--- src/rtl/cmos_rgb565_packer_if.sv ---
// rtl/cmos_rgb565_packer_if.sv - pixel-in / packed-word-out bundle for cmos_rgb565_packer
//
// Purpose: groups the RGB565 pixel stream, the sensor vsync and the
//          frame-buffer write side into one interface.
// Signals:
//   vs_i           sensor vsync, rising edge starts a frame
//   de_i           pixel valid
//   pdata_i[15:0]  RGB565 pixel
//   wr_en_o        one-cycle strobe, wr_data_o valid
//   wr_data_o      PIX_PER_WORD packed pixels, first pixel in [15:0]
//   frame_start_o  pulse on accepted vsync rise
//   frame_done_o   pulse after the last active line ends
//   line_err_o     sticky malformed-line flag for the current frame
//   frame_cnt_o    completed good frames, wraps
// Modports: master drives the pixel side and observes results,
//           slave is the packer itself.
interface cmos_rgb565_packer_if #(
  parameter int PIX_PER_WORD = 8
);
  logic                      vs_i;
  logic                      de_i;
  logic [15:0]               pdata_i;
  logic                      wr_en_o;
  logic [16*PIX_PER_WORD-1:0] wr_data_o;
  logic                      frame_start_o;
  logic                      frame_done_o;
  logic                      line_err_o;
  logic [7:0]                frame_cnt_o;

  modport master (
    output vs_i, de_i, pdata_i,
    input  wr_en_o, wr_data_o, frame_start_o, frame_done_o, line_err_o, frame_cnt_o
  );

  modport slave (
    input  vs_i, de_i, pdata_i,
    output wr_en_o, wr_data_o, frame_start_o, frame_done_o, line_err_o, frame_cnt_o
  );
endinterface

--- src/rtl/cmos_rgb565_packer.sv ---
// rtl/cmos_rgb565_packer.sv - frame-aware RGB565 pixel packer for the frame-buffer write FIFO
//
// Purpose: counts pixels/lines of each frame against H_ACTIVE x V_ACTIVE,
//          packs PIX_PER_WORD consecutive pixels into one word, flags
//          malformed lines and counts frames that completed without error.
// Ports:
//   pclk   pixel clock
//   rst_n  asynchronous active-low reset
//   bus    cmos_rgb565_packer_if.slave (vs_i, de_i, pdata_i in;
//          wr_en_o, wr_data_o, frame_start_o, frame_done_o,
//          line_err_o, frame_cnt_o out)
module cmos_rgb565_packer #(
  parameter int H_ACTIVE     = 1024,
  parameter int V_ACTIVE     = 768,
  parameter int PIX_PER_WORD = 8
) (
  input  logic                 pclk,
  input  logic                 rst_n,
  cmos_rgb565_packer_if.slave  bus
);

  localparam int HW = $clog2(H_ACTIVE + 1);
  localparam int VW = $clog2(V_ACTIVE + 1);
  localparam int PW = (PIX_PER_WORD > 1) ? $clog2(PIX_PER_WORD) : 1;
  localparam int DW = 16 * PIX_PER_WORD;

  localparam logic [HW-1:0] H_MAX  = HW'(H_ACTIVE);
  localparam logic [VW-1:0] V_MAX  = VW'(V_ACTIVE);
  localparam logic [PW-1:0] P_LAST = PW'(PIX_PER_WORD - 1);

  typedef enum logic [1:0] {
    WAIT_VS,
    ACTIVE,
    DONE
  } state_t;

  state_t          state_q, state_d;
  logic            vs_q, vs_d;
  logic            de_q, de_d;
  logic [HW-1:0]   hcnt_q, hcnt_d;
  logic [VW-1:0]   vcnt_q, vcnt_d;
  logic [PW-1:0]   pcnt_q, pcnt_d;
  logic [DW-1:0]   word_q, word_d;
  logic            line_bad_q, line_bad_d;
  logic            wr_en_q, wr_en_d;
  logic [DW-1:0]   wr_data_q, wr_data_d;
  logic            frame_start_q, frame_start_d;
  logic            frame_done_q, frame_done_d;
  logic            line_err_q, line_err_d;
  logic [7:0]      frame_cnt_q, frame_cnt_d;

  logic vs_rise;
  logic de_fall;

  assign vs_rise = bus.vs_i & ~vs_q;
  assign de_fall = ~bus.de_i & de_q;

  always_comb begin
    state_d       = state_q;
    vs_d          = bus.vs_i;
    de_d          = bus.de_i;
    hcnt_d        = hcnt_q;
    vcnt_d        = vcnt_q;
    pcnt_d        = pcnt_q;
    word_d        = word_q;
    line_bad_d    = line_bad_q;
    wr_en_d       = 1'b0;
    wr_data_d     = wr_data_q;
    frame_start_d = 1'b0;
    frame_done_d  = 1'b0;
    line_err_d    = line_err_q;
    frame_cnt_d   = frame_cnt_q;

    if (vs_rise) begin
      // A vsync rise always restarts capture, abandoning any frame in
      // flight together with its partial word; a pixel on this cycle is lost.
      state_d       = ACTIVE;
      hcnt_d        = '0;
      vcnt_d        = '0;
      pcnt_d        = '0;
      line_bad_d    = 1'b0;
      line_err_d    = 1'b0;
      frame_start_d = 1'b1;
    end else if (state_q == ACTIVE) begin
      if (bus.de_i) begin
        if ((hcnt_q < H_MAX) && (vcnt_q < V_MAX)) begin
          word_d[int'(pcnt_q)*16 +: 16] = bus.pdata_i;
          hcnt_d = hcnt_q + 1'b1;
          if (pcnt_q == P_LAST) begin
            // Emit the word including the pixel arriving this cycle.
            pcnt_d    = '0;
            wr_en_d   = 1'b1;
            wr_data_d = word_d;
          end else begin
            pcnt_d = pcnt_q + 1'b1;
          end
        end else begin
          // Overlong line: drop the pixel, hcnt stays saturated at H_ACTIVE.
          line_bad_d = 1'b1;
        end
      end else if (de_fall) begin
        if ((hcnt_q != H_MAX) || line_bad_q) begin
          line_err_d = 1'b1;
        end
        pcnt_d     = '0;
        hcnt_d     = '0;
        line_bad_d = 1'b0;
        if (vcnt_q != V_MAX) begin
          vcnt_d = vcnt_q + 1'b1;
        end
        if (vcnt_d == V_MAX) begin
          state_d      = DONE;
          frame_done_d = 1'b1;
          // The closing line's own error counts against the frame too.
          if (!line_err_d) begin
            frame_cnt_d = frame_cnt_q + 8'd1;
          end
        end
      end
    end
  end

  always_ff @(posedge pclk or negedge rst_n) begin
    if (!rst_n) begin
      state_q       <= WAIT_VS;
      vs_q          <= 1'b0;
      de_q          <= 1'b0;
      hcnt_q        <= '0;
      vcnt_q        <= '0;
      pcnt_q        <= '0;
      word_q        <= '0;
      line_bad_q    <= 1'b0;
      wr_en_q       <= 1'b0;
      wr_data_q     <= '0;
      frame_start_q <= 1'b0;
      frame_done_q  <= 1'b0;
      line_err_q    <= 1'b0;
      frame_cnt_q   <= '0;
    end else begin
      state_q       <= state_d;
      vs_q          <= vs_d;
      de_q          <= de_d;
      hcnt_q        <= hcnt_d;
      vcnt_q        <= vcnt_d;
      pcnt_q        <= pcnt_d;
      word_q        <= word_d;
      line_bad_q    <= line_bad_d;
      wr_en_q       <= wr_en_d;
      wr_data_q     <= wr_data_d;
      frame_start_q <= frame_start_d;
      frame_done_q  <= frame_done_d;
      line_err_q    <= line_err_d;
      frame_cnt_q   <= frame_cnt_d;
    end
  end

  assign bus.wr_en_o       = wr_en_q;
  assign bus.wr_data_o     = wr_data_q;
  assign bus.frame_start_o = frame_start_q;
  assign bus.frame_done_o  = frame_done_q;
  assign bus.line_err_o    = line_err_q;
  assign bus.frame_cnt_o   = frame_cnt_q;

endmodule
--- src/flat_wrapper.sv ---
// flat-port wrapper written by rule: the top's interface ports become plain ports
module cmos_rgb565_packer_flat 
#(
  parameter int H_ACTIVE     = 1024,
  parameter int V_ACTIVE     = 768,
  parameter int PIX_PER_WORD = 8
)
  (pclk, rst_n, bus_vs_i, bus_de_i, bus_pdata_i, bus_wr_en_o, bus_wr_data_o, bus_frame_start_o, bus_frame_done_o, bus_line_err_o, bus_frame_cnt_o);
  cmos_rgb565_packer_if #(.PIX_PER_WORD(PIX_PER_WORD)) bus_i ();
  input  logic pclk;
  input  logic rst_n;
  input wire logic [$bits(bus_i.vs_i)-1:0] bus_vs_i;
  input wire logic [$bits(bus_i.de_i)-1:0] bus_de_i;
  input wire logic [$bits(bus_i.pdata_i)-1:0] bus_pdata_i;
  output wire logic [$bits(bus_i.wr_en_o)-1:0] bus_wr_en_o;
  output wire logic [$bits(bus_i.wr_data_o)-1:0] bus_wr_data_o;
  output wire logic [$bits(bus_i.frame_start_o)-1:0] bus_frame_start_o;
  output wire logic [$bits(bus_i.frame_done_o)-1:0] bus_frame_done_o;
  output wire logic [$bits(bus_i.line_err_o)-1:0] bus_line_err_o;
  output wire logic [$bits(bus_i.frame_cnt_o)-1:0] bus_frame_cnt_o;
  assign bus_i.vs_i = bus_vs_i;
  assign bus_i.de_i = bus_de_i;
  assign bus_i.pdata_i = bus_pdata_i;
  assign bus_wr_en_o = bus_i.wr_en_o;
  assign bus_wr_data_o = bus_i.wr_data_o;
  assign bus_frame_start_o = bus_i.frame_start_o;
  assign bus_frame_done_o = bus_i.frame_done_o;
  assign bus_line_err_o = bus_i.line_err_o;
  assign bus_frame_cnt_o = bus_i.frame_cnt_o;
  cmos_rgb565_packer #(.H_ACTIVE(H_ACTIVE), .V_ACTIVE(V_ACTIVE), .PIX_PER_WORD(PIX_PER_WORD)) u_core (.pclk(pclk), .rst_n(rst_n), .bus(bus_i));
endmodule
--- config.mk ---
export PLATFORM = sky130hd
export DESIGN_NAME = cmos_rgb565_packer_flat
export DESIGN_NICKNAME = d
export VERILOG_FILES = /design/src/rtl/cmos_rgb565_packer_if.sv /design/src/rtl/cmos_rgb565_packer.sv /design/src/flat_wrapper.sv
export SDC_FILE = /design/constraint.sdc
export NUM_CORES = 1
export LEC_CHECK = 0
export CORE_MARGIN = 4
export CORE_UTILIZATION = 45
export CTS_CLUSTER_DIAMETER = 150
export DETAILED_ROUTE_END_ITERATION = 10
export PLACE_DENSITY = 0.73
export SLEW_MARGIN = 5
export SYNTH_ARGS = -nofsm -noshare
export SYNTH_HDL_FRONTEND = slang
export SYNTH_SLANG_ARGS = --single-unit
--- constraint.sdc ---
create_clock -name pclk -period 2.8 [get_ports pclk]
set_clock_uncertainty 0.15 [all_clocks]
set_input_delay 0.56 -clock pclk [delete_from_list [all_inputs] [get_ports pclk]]
set_output_delay 0.56 -clock pclk [all_outputs]
set_load 0.005 [all_outputs]
== After elaboration in Yosys (flattened, before gate mapping) ==
Index checks and enable logic that the tools add are counted.

* Memory bits (read-only): 0
* Register bits after elaboration: 297
* Memories kept: 0
* Output and inout bits: 140
* Latch bits: 0
* Logic and storage cells: 101
* Bits in writable memories: 0

* Reduce and logical (&&, ||, !) cells: 13
* Order comparisons: 2
* Divide/modulo/power cells: 0
* Mux-type cells: 51
* Add/sub/neg operators: 5
* Bitwise logic cells: 6
* $mul: 0
* Shift-type cells: 2
* Equality and inequality tests: 8

{| class="wikitable"
|+ Operators with widths
! kind !! number
|-
| $bwmux W128 || 1
|-
| $shift A16 B33 Y128 const A || 1
|-
| $shiftx A16 B33 Y128 || 1
|-
| $mux W10 || 9
|-
| $mux W11 || 5
|-
| $neg A7 Y33 || 1
|-
| $mux W1 || 25
|-
| $mux W3 || 6
|-
| $add A11 B1 Y11 const B || 1
|-
| $lt A11 B11 Y1 const B || 1
|-
| $ne A11 B11 Y1 const B || 1
|-
| $add A10 B1 Y10 const B || 1
|-
| $eq A10 B10 Y1 const B || 1
|-
| $lt A10 B10 Y1 const B || 1
|-
| $mux W2 || 5
|-
| $ne A10 B10 Y1 const B || 1
|-
| $reduce_and A3 Y1 || 3
|-
| $add A8 B1 Y8 const B || 1
|-
| $reduce_and A4 Y1 || 2
|-
| $reduce_and A6 Y1 || 1
|-
| $reduce_bool A2 Y1 || 3
|-
| $reduce_and A5 Y1 || 1
|-
| $not A1 Y1 || 4
|-
| $add A3 B1 Y3 const B || 1
|-
| other kinds (9) || 10
|}

== Logic depth before layout (Yosys ltp) ==
Gate-level depths: netlist (run 1).

* Word-level depth: 12
* Gate-level depth with buffers: 11
* Mapped depth without buffers: 8

== Worst setup path after synthesis (run 1) ==
Ideal clock, no wire load.

* Path kind: register to register
* Start: register u_core.pcnt_q[0]
* End: register u_core.word_q[10]
* Library setup time: 0.125 ns
* Setup slack: 0.050 ns
* Cell stages (with the launch flop): 12
* Clock period less this slack: 2.750 ns
* Data arrival time: 2.475 ns
* Cells stage by stage: dfrtp_1 -> buf_2 -> inv_1 -> ha_1 -> ha_1 -> clkbuf_1 -> nor2_1 -> nand3_1 -> clkbuf_1 -> nor2_2 -> buf_2 -> mux2_2

* Word-level cells in the longest chain between the ends: 3
* Elaborated cells between the ends (all ways): 4

{| class="wikitable"
|+ Ends and longest elaborated chain
! item !! RTL line !! RTL
|-
| from (decl) || cmos_rgb565_packer.sv:42 || <nowiki>logic [PW-1:0] pcnt_q, pcnt_d;</nowiki>
|-
| from (signal assigned) || cmos_rgb565_packer.sv:145 || <nowiki>pcnt_q <= pcnt_d;</nowiki>
|-
| $neg A7 Y33 (*) || cmos_rgb565_packer.sv:87 || <nowiki>word_d[int'(pcnt_q)*16 +: 16] = bus.pdata_i;</nowiki>
|-
| $shiftx A16 B33 Y128 or $shift A16 B33 Y128 (tied branches) || cmos_rgb565_packer.sv:87 ||
|-
| $bwmux W128 (*) || cmos_rgb565_packer.sv:87 ||
|-
| to (signal assigned) || cmos_rgb565_packer.sv:146 || <nowiki>word_q <= word_d;</nowiki>
|-
| to (decl) || cmos_rgb565_packer.sv:43 || <nowiki>logic [DW-1:0] word_q, word_d;</nowiki>
|}

Mark *: on every way between the ends. The rest lies on a longest branch, timed or not.
A chain may end at the register's enable or synchronous reset.

== Worst setup path in the final report (run 1) ==
* Start: register u_core.vcnt_q[1]
* End: register u_core.frame_cnt_q[3] (netlist: u_core.bus.frame_cnt_o[3])

* Word-level cells in the longest chain between the ends: 8
* Elaborated cells between the ends (all ways): 9

{| class="wikitable"
|+ Ends and longest elaborated chain
! item !! RTL line !! RTL
|-
| from (decl) || cmos_rgb565_packer.sv:41 || <nowiki>logic [VW-1:0] vcnt_q, vcnt_d;</nowiki>
|-
| from (signal assigned) || cmos_rgb565_packer.sv:144 || <nowiki>vcnt_q <= vcnt_d;</nowiki>
|-
| $add A10 B1 Y10 or $ne A10 B10 Y1 (tied branches) || cmos_rgb565_packer.sv:109, cmos_rgb565_packer.sv:108 ||
|-
| $mux W10 (*) || cmos_rgb565_packer.sv:108 || <nowiki>if (vcnt_q != V_MAX) begin</nowiki>
|-
| $mux W10 (*) || cmos_rgb565_packer.sv:101 || <nowiki>end else if (de_fall) begin</nowiki>
|-
| $mux W10 (*) || cmos_rgb565_packer.sv:85 || <nowiki>if (bus.de_i) begin</nowiki>
|-
| $mux W10 (*) || cmos_rgb565_packer.sv:84 || <nowiki>end else if (state_q == ACTIVE) begin</nowiki>
|-
| $mux W10 (*) || cmos_rgb565_packer.sv:74 || <nowiki>if (vs_rise) begin</nowiki>
|-
| $eq A10 B10 Y1 (*) || cmos_rgb565_packer.sv:111 || <nowiki>if (vcnt_d == V_MAX) begin</nowiki>
|-
| $reduce_and A6 Y1 (no source line) (*) || -- ||
|-
| to (signal assigned) || cmos_rgb565_packer.sv:153 || <nowiki>frame_cnt_q <= frame_cnt_d;</nowiki>
|-
| to (decl) || cmos_rgb565_packer.sv:50 || <nowiki>logic [7:0] frame_cnt_q, frame_cnt_d;</nowiki>
|}

Mark *: on every way between the ends. The rest lies on a longest branch, timed or not. The select of a mux whose other input is x is not followed.

==> metrics.txt, run 1 <==
1st-iter DRT viols=461; Switch Pwr=0.00341 W; Placer Congestion=roughly 0.84; WL/cell=around 18 µm; met2 WL=between 10000 and 15000 µm; EDFF count, synth=0; Warnings, synthesis=0; sw frac=0.269; CTS Root Cell=clkbuf_16; Syn Area/Cell=~11 µm²; CTS clk-pin slew, worst paths=roughly 60 ps; ys flop type=dfrtp_1; layout cells sized above 1=0.164; crit path max fanout=6; DR vias/cell=about 5.3; Crit. End Element=flip-flop; Static Leak=7.93 nW; number of global-route vias before repair=roughly 8900; RSZ-0062 raised after global routing=no; final WL=roughly 30000 µm; Highest Clock Rate=381 MHz; H-tree depth=1; Syn-to-layout area delta=25.6%; first-pass GRT wire length=between 40000 and 50000 µm; commonest cells after routing, fill and taps aside=dfrtp_1, nor2_1, clkdlybuf4s50_1; clk sink count=around 300; met3 WL post-DR=1260 µm; leading cell type in the layout, fill and taps excluded=dfrtp_1; Worst Path Arrival=slightly below 3000 ps; CP Class=flip-flop to flip-flop; io pins=160; gr usage total=0.191; Critical Path Start Type=flip-flop; Post-Syn Area=roughly 0.013 mm²; post-route ant nets=0; Clk network pwr share=0.334; Sequential Area=approximately 0.0074 mm²; DR top layer=met4; setup violators final=0; Die X=around 180 µm; fin util=0.579; ANT cells=0; GRT overflow=0; via count=8908; IO Port Bufs=approximately 160; max-cap violation count=0; Tmin final=2620 ps; core footprint=roughly 0.028 mm²; antenna violations before repair=0; row cnt=between 60 and 70; fill cell count=about 2300; Layout Nets=approximately 1300; Fin. Hold Viols=0; Sequential Power Share=0.458; asr flop ratio synth=1.00; WP data required=slightly above 3000 ps; Seq/Total Area, Yosys=0.576; DRC viols=0; Synth cell types=58; Final period util=0.937; Clock Latency Late Sink=around 560 ps; Syn Inst Count=about 1100; die height=approximately 180 µm; Synth Register Bits=just under 300; maximum vdd ir drop=0.000529 V; Setup Fix Bufs, Post-CTS=0; Initial DRT Pass Iterations=5; power per cell area=around 780 mW/mm²; Num CTS Buffers=30; status=finished, final reports clean; Gate power share=0.208; P_int=about 0.0093 W; Detailed Place HPWL=between 20000 and 25000 µm; sum of negative setup slack=0 ps; footprint of the multi-input gates=about 0.0051 mm²; M1 wire length=roughly 14000 µm; Pins Over Slew Limit=0; Hold WC Path Type=flip-flop to flip-flop; Synth Net Count=1166; Max clock buf depth=3; CTS tree=yes; Slew @ Worst Pin=756 ps; initial cell density of the core=0.461; Die Area=0.0314 mm²; slew margin rel.=0.496; pin count of the biggest net entering global routing=73
[kinds of logic after synthesis]
group,synth area share
buf+inv,0.0315
fa+ha+maj,0.00873
flops,0.576
xor+xnor,0.0156
compound gates,0.0823
mux,0.182
simple gates,0.103
[final timing paths]
path                                                  startpoint                                     to  slack [ps]  cells past startpoint
max reg2reg                         u_core.vcnt_q[1]$_DFFE_PN0P_  u_core.bus.frame_cnt_o[3]$_DFFE_PN0P_         180                      9
max in group asynchronous                                  rst_n          u_core.word_q[95]$_DFFE_PN0P_        1270                      3
max                                 u_core.vcnt_q[1]$_DFFE_PN0P_  u_core.bus.frame_cnt_o[3]$_DFFE_PN0P_         180                      9
min in group asynchronous                                  rst_n   u_core.bus.wr_data_o[99]$_DFFE_PN0P_         410                      2
min reg2reg                u_core.bus.frame_cnt_o[7]$_DFFE_PN0P_  u_core.bus.frame_cnt_o[7]$_DFFE_PN0P_         320                      1
min                        u_core.bus.frame_cnt_o[7]$_DFFE_PN0P_  u_core.bus.frame_cnt_o[7]$_DFFE_PN0P_         320                      1
[layout make-up]
cell class | instances | area share
clock buffer | 37 | 0.0504
clock inverter | 18 | 0.0155
inverter | 12 | 0.00309
multi-input combinational | 747 | 0.312
sequential | 297 | 0.459
tap | 378 | 0.0292
timing repair buffer | 207 | 0.131
[flip-flops by register name, summed over array words and instances (netlist names)]
register / count
u_core.line_bad_q: 1
u_core.bus.frame_start_o: 1
u_core.vs_q: 1
u_core.bus.line_err_o: 1
u_core.word_q: 128
u_core.bus.wr_data_o: 128
u_core.de_q: 1
u_core.bus.frame_done_o: 1
u_core.hcnt_q: 11
u_core.state_q: 2
u_core.bus.wr_en_o: 1
u_core.pcnt_q: 3
u_core.bus.frame_cnt_o: 8
u_core.vcnt_q: 10
[metrics by stage]
stage / area (µm²) / setup WS, ps / hold WS, ps / power, W / instances
floorplan: 12900 / 50.2 / 114 / 0.00739 / 1137
global placement: 15100 / 27.2 / 307 / 0.00843 / 1640
detailed placement: 15100 / -15.9 / 314 / 0.00856 / 1640
CTS: 16200 / 115 / 322 / 0.0128 / 1696
global route: 16200 / 28.2 / 329 / 0.0134 / 1696
finish: 16200 / 176 / 317 / 0.0127 / 1696
[Yosys cell counts, drive strengths merged (2+ instances only)]
master	count	area, µm²
dfrtp	297	7430
nor2	172	656
a21oi	147	736
mux2	111	1250
mux2i	110	1100
nand2	55	206
buf	45	226
clkbuf	36	135
o21ai	34	170
nand3	18	95.1
xor2	17	149
inv	11	41.3
ha	9	113
nand4	9	56.3
nor3	8	45.0
nor4	6	56.3
xnor2	6	52.6
and3	5	33.8
nor2b	5	31.3
and2	3	18.8
nor4b	3	32.5
or2	3	18.8
a22o	2	17.5
a31oi	2	12.5
o2111ai	2	23.8
or3	2	12.5
[timing repair]
action	4_1_cts	5_1_grt
hold endpoints to repair	66	0
endpoints found under the setup margin	0	3
gates resized for setup	0	1
hold buffers	1	0
[metal layers]
layer | vias to the layer above | GRT usage
met5 | - | 0
met4 | 0 | 0.0390
met3 | 40 | 0.0285
met2 | 180 | 0.322
met1 | 4423 | 0.265
li1 | 4265 | -
[power by group through the flow]
stage	sequential, W	clock (W)	combinational (W)
floorplan	0.00576	0	0.00163
global placement	0.00584	0	0.00259
detailed placement	0.00589	0	0.00267
CTS	0.00582	0.00434	0.00269
global route	0.00594	0.00453	0.00294
finish	0.00582	0.00424	0.00265
[worst max-delay path, cell delays in order (launching register included)]
cell and delay, ps:
dfrtp_2 420, inv_1 70, ha_1 170, nor4b_2 170, a311o_1 410, a2111oi_4 400
nand3_2 120, buf_4 160, nor4_2 290, xor2_1 170
Note: power is estimated with default switching activity, not from simulation.
==> run 2: changes to the inputs <==
CORE_ASPECT_RATIO = 1.2   (was default)
==> run 2 against run 1 <==
Power decreased by 1.1%. Clock power decreased by 3%. Count of clock-buffer cells in the layout decreased by 1. Critical endpoint is now u_core.bus.frame_cnt_o[1]$_DFFE_PN0P_.
==> metrics.txt, run 2 (same netlist as run 1, synthesis figures left out) <==
Max clock buf depth=3; Die X=163 µm; CP Class=flip-flop to flip-flop; Critical Path Start Type=flip-flop; layout cells sized above 1=0.162; worst setup path start=u_core.vcnt_q[1]$_DFFE_PN0P_; Die Area=approximately 0.031 mm²; Tmin final=about 2700 ps; CTS Root Cell=clkbuf_16; DP Worst Slack=-0.373 ps; Hold Path End=u_core.bus.frame_cnt_o[7]$_DFFE_PN0P_; Num CTS Buffers=29; P_int=approximately 0.0092 W; Switch Pwr=between 0.003 and 0.004 W; Worst Path Arrival=between 2000 and 3000 ps; commonest cells after routing, fill and taps aside=dfrtp_1, nor2_1, clkdlybuf4s50_1; via count=9039; setup slack, reg-to-reg=between 100 and 150 ps; DRC viols=0; Static Leak=about 7.9 nW; Sequential Area=0.00743 mm²; slew margin rel.=0.449; CTS tree=yes; IO Port Bufs=between 150 and 200; Final period util=0.950; antenna violations before repair=0; Sequential Power Share=0.464; Clk network pwr share=0.326; reg2reg start=u_core.vcnt_q[1]$_DFFE_PN0P_; WL/cell=approximately 18 µm; crit path max fanout=6; setup violators final=0; Detailed Place HPWL=20800 µm; sw frac=0.267; status=finished, final reports clean; Min Hold Slack=roughly 320 ps; Slew @ Worst Pin=between 800 and 900 ps; Min-Delay Startpoint=u_core.bus.frame_cnt_o[7]$_DFFE_PN0P_; gr usage total=0.199; Initial DRT Pass Iterations=5; Hold Path Depth=1; placed inst area=roughly 0.015 mm²; leading cell type in the layout, fill and taps excluded=dfrtp_1; Pins Over Slew Limit=0; WP data required=3060 ps; row cnt=67; reg2reg end=u_core.bus.frame_cnt_o[1]$_DFFE_PN0P_; Fin. Hold Viols=0; Syn-to-layout area delta=25.3%; max-cap violation count=0; pin count of the biggest net entering global routing=83; GRT overflow=0; H-tree depth=1; Gate power share=0.210; cell area after layout=0.0162 mm²; DR vias/cell=5.34; fill cell count=between 2000 and 2500; footprint of the multi-input gates=~0.0051 mm²; clk sink count=~300; Placer Congestion=around 0.84; initial cell density of the core=0.459; Clock Latency Late Sink=~530 ps; Hold WC Path Type=flip-flop to flip-flop; RSZ-0062 raised after global routing=no; Highest Clock Rate=about 380 MHz; die height=193 µm; post-route setup slack=approximately 140 ps; io pins=160; ANT cells=0; maximum vdd ir drop=about 0.00045 V; sum of negative setup slack=0 ps; number of global-route vias before repair=slightly above 9000; CTS clk-pin slew, worst paths=about 60 ps; first-pass GRT wire length=roughly 51000 µm; Worst R2R Path Depth=8; power per cell area=778 mW/mm²; final WL=around 31000 µm; post-route ant nets=0; core footprint=~0.028 mm²; Crit. End Element=flip-flop; 1st-iter DRT viols=508; Layout Nets=~1300
run 2: timing repair:
action,in CTS,in global routing
hold buffers,1,0
gates resized for setup,0,1
setup endpoints to repair,0,1
setup buffers,0,0
endpoints found under the hold margin,59,0
run 2: worst max-delay path by stage:
stage / cells past startpoint / to / slack, ps
global placement: 5 / u_core.word_q[23]$_DFFE_PN0P_ / 70
detailed placement: 5 / u_core.word_q[26]$_DFFE_PN0P_ / -0.4
CTS: 8 / u_core.bus.frame_cnt_o[1]$_DFFE_PN0P_ / 90
global route: 8 / u_core.bus.frame_cnt_o[1]$_DFFE_PN0P_ / 10
finish: 8 / u_core.bus.frame_cnt_o[1]$_DFFE_PN0P_ / 140
floorplan: 11 / u_core.word_q[10]$_DFFE_PN0P_ / 50
run 2: critical path, cell delays in order, from the launching register on:
cell and delay (ps):
dfrtp_2 410, inv_1 80, ha_1 180, nor4b_2 170
a311o_1 410, a2111oi_4 410, nand3_2 160, nor3_2 220
mux2_1 340
run 2: stage by stage:
| stage | utilization | cells | power [W] |
|---|---|---|---|
| final | 0.576 | 1694 | 0.0126 |
| after detailed placement | 0.540 | 1641 | 0.00856 |
| after global placement | 0.540 | 1641 | 0.00843 |
| after CTS | 0.576 | 1694 | 0.0127 |
| after global routing | 0.576 | 1694 | 0.0133 |
| after floorplan | - | 1137 | 0.00739 |
run 2: routing by layer:
| metal | global-route usage | routed length (µm) |
|---|---|---|
| met5 | 0 | 0 |
| met4 | 0.0460 | 652 |
| met3 | 0.0360 | 1600 |
| met2 | 0.339 | 15600 |
| met1 | 0.267 | 13200 |
run 2: area by class of cell:
cell class | instances | area share
repair buffers | 207 | 0.133
clock inverters | 16 | 0.0129
clock buffers | 36 | 0.0490
well taps | 379 | 0.0293
flip-flops and latches | 297 | 0.460
multi-input cells | 747 | 0.313
inverters | 12 | 0.00310
run 2: power by group through the flow:
stage                     logic, W  clock network [W]  registers [W]
after floorplan            0.00163                  0        0.00576
after global placement     0.00259                  0        0.00584
after detailed placement   0.00267                  0        0.00589
after CTS                  0.00270            0.00420        0.00583
after global routing       0.00296            0.00438        0.00595
final                      0.00264            0.00410        0.00583
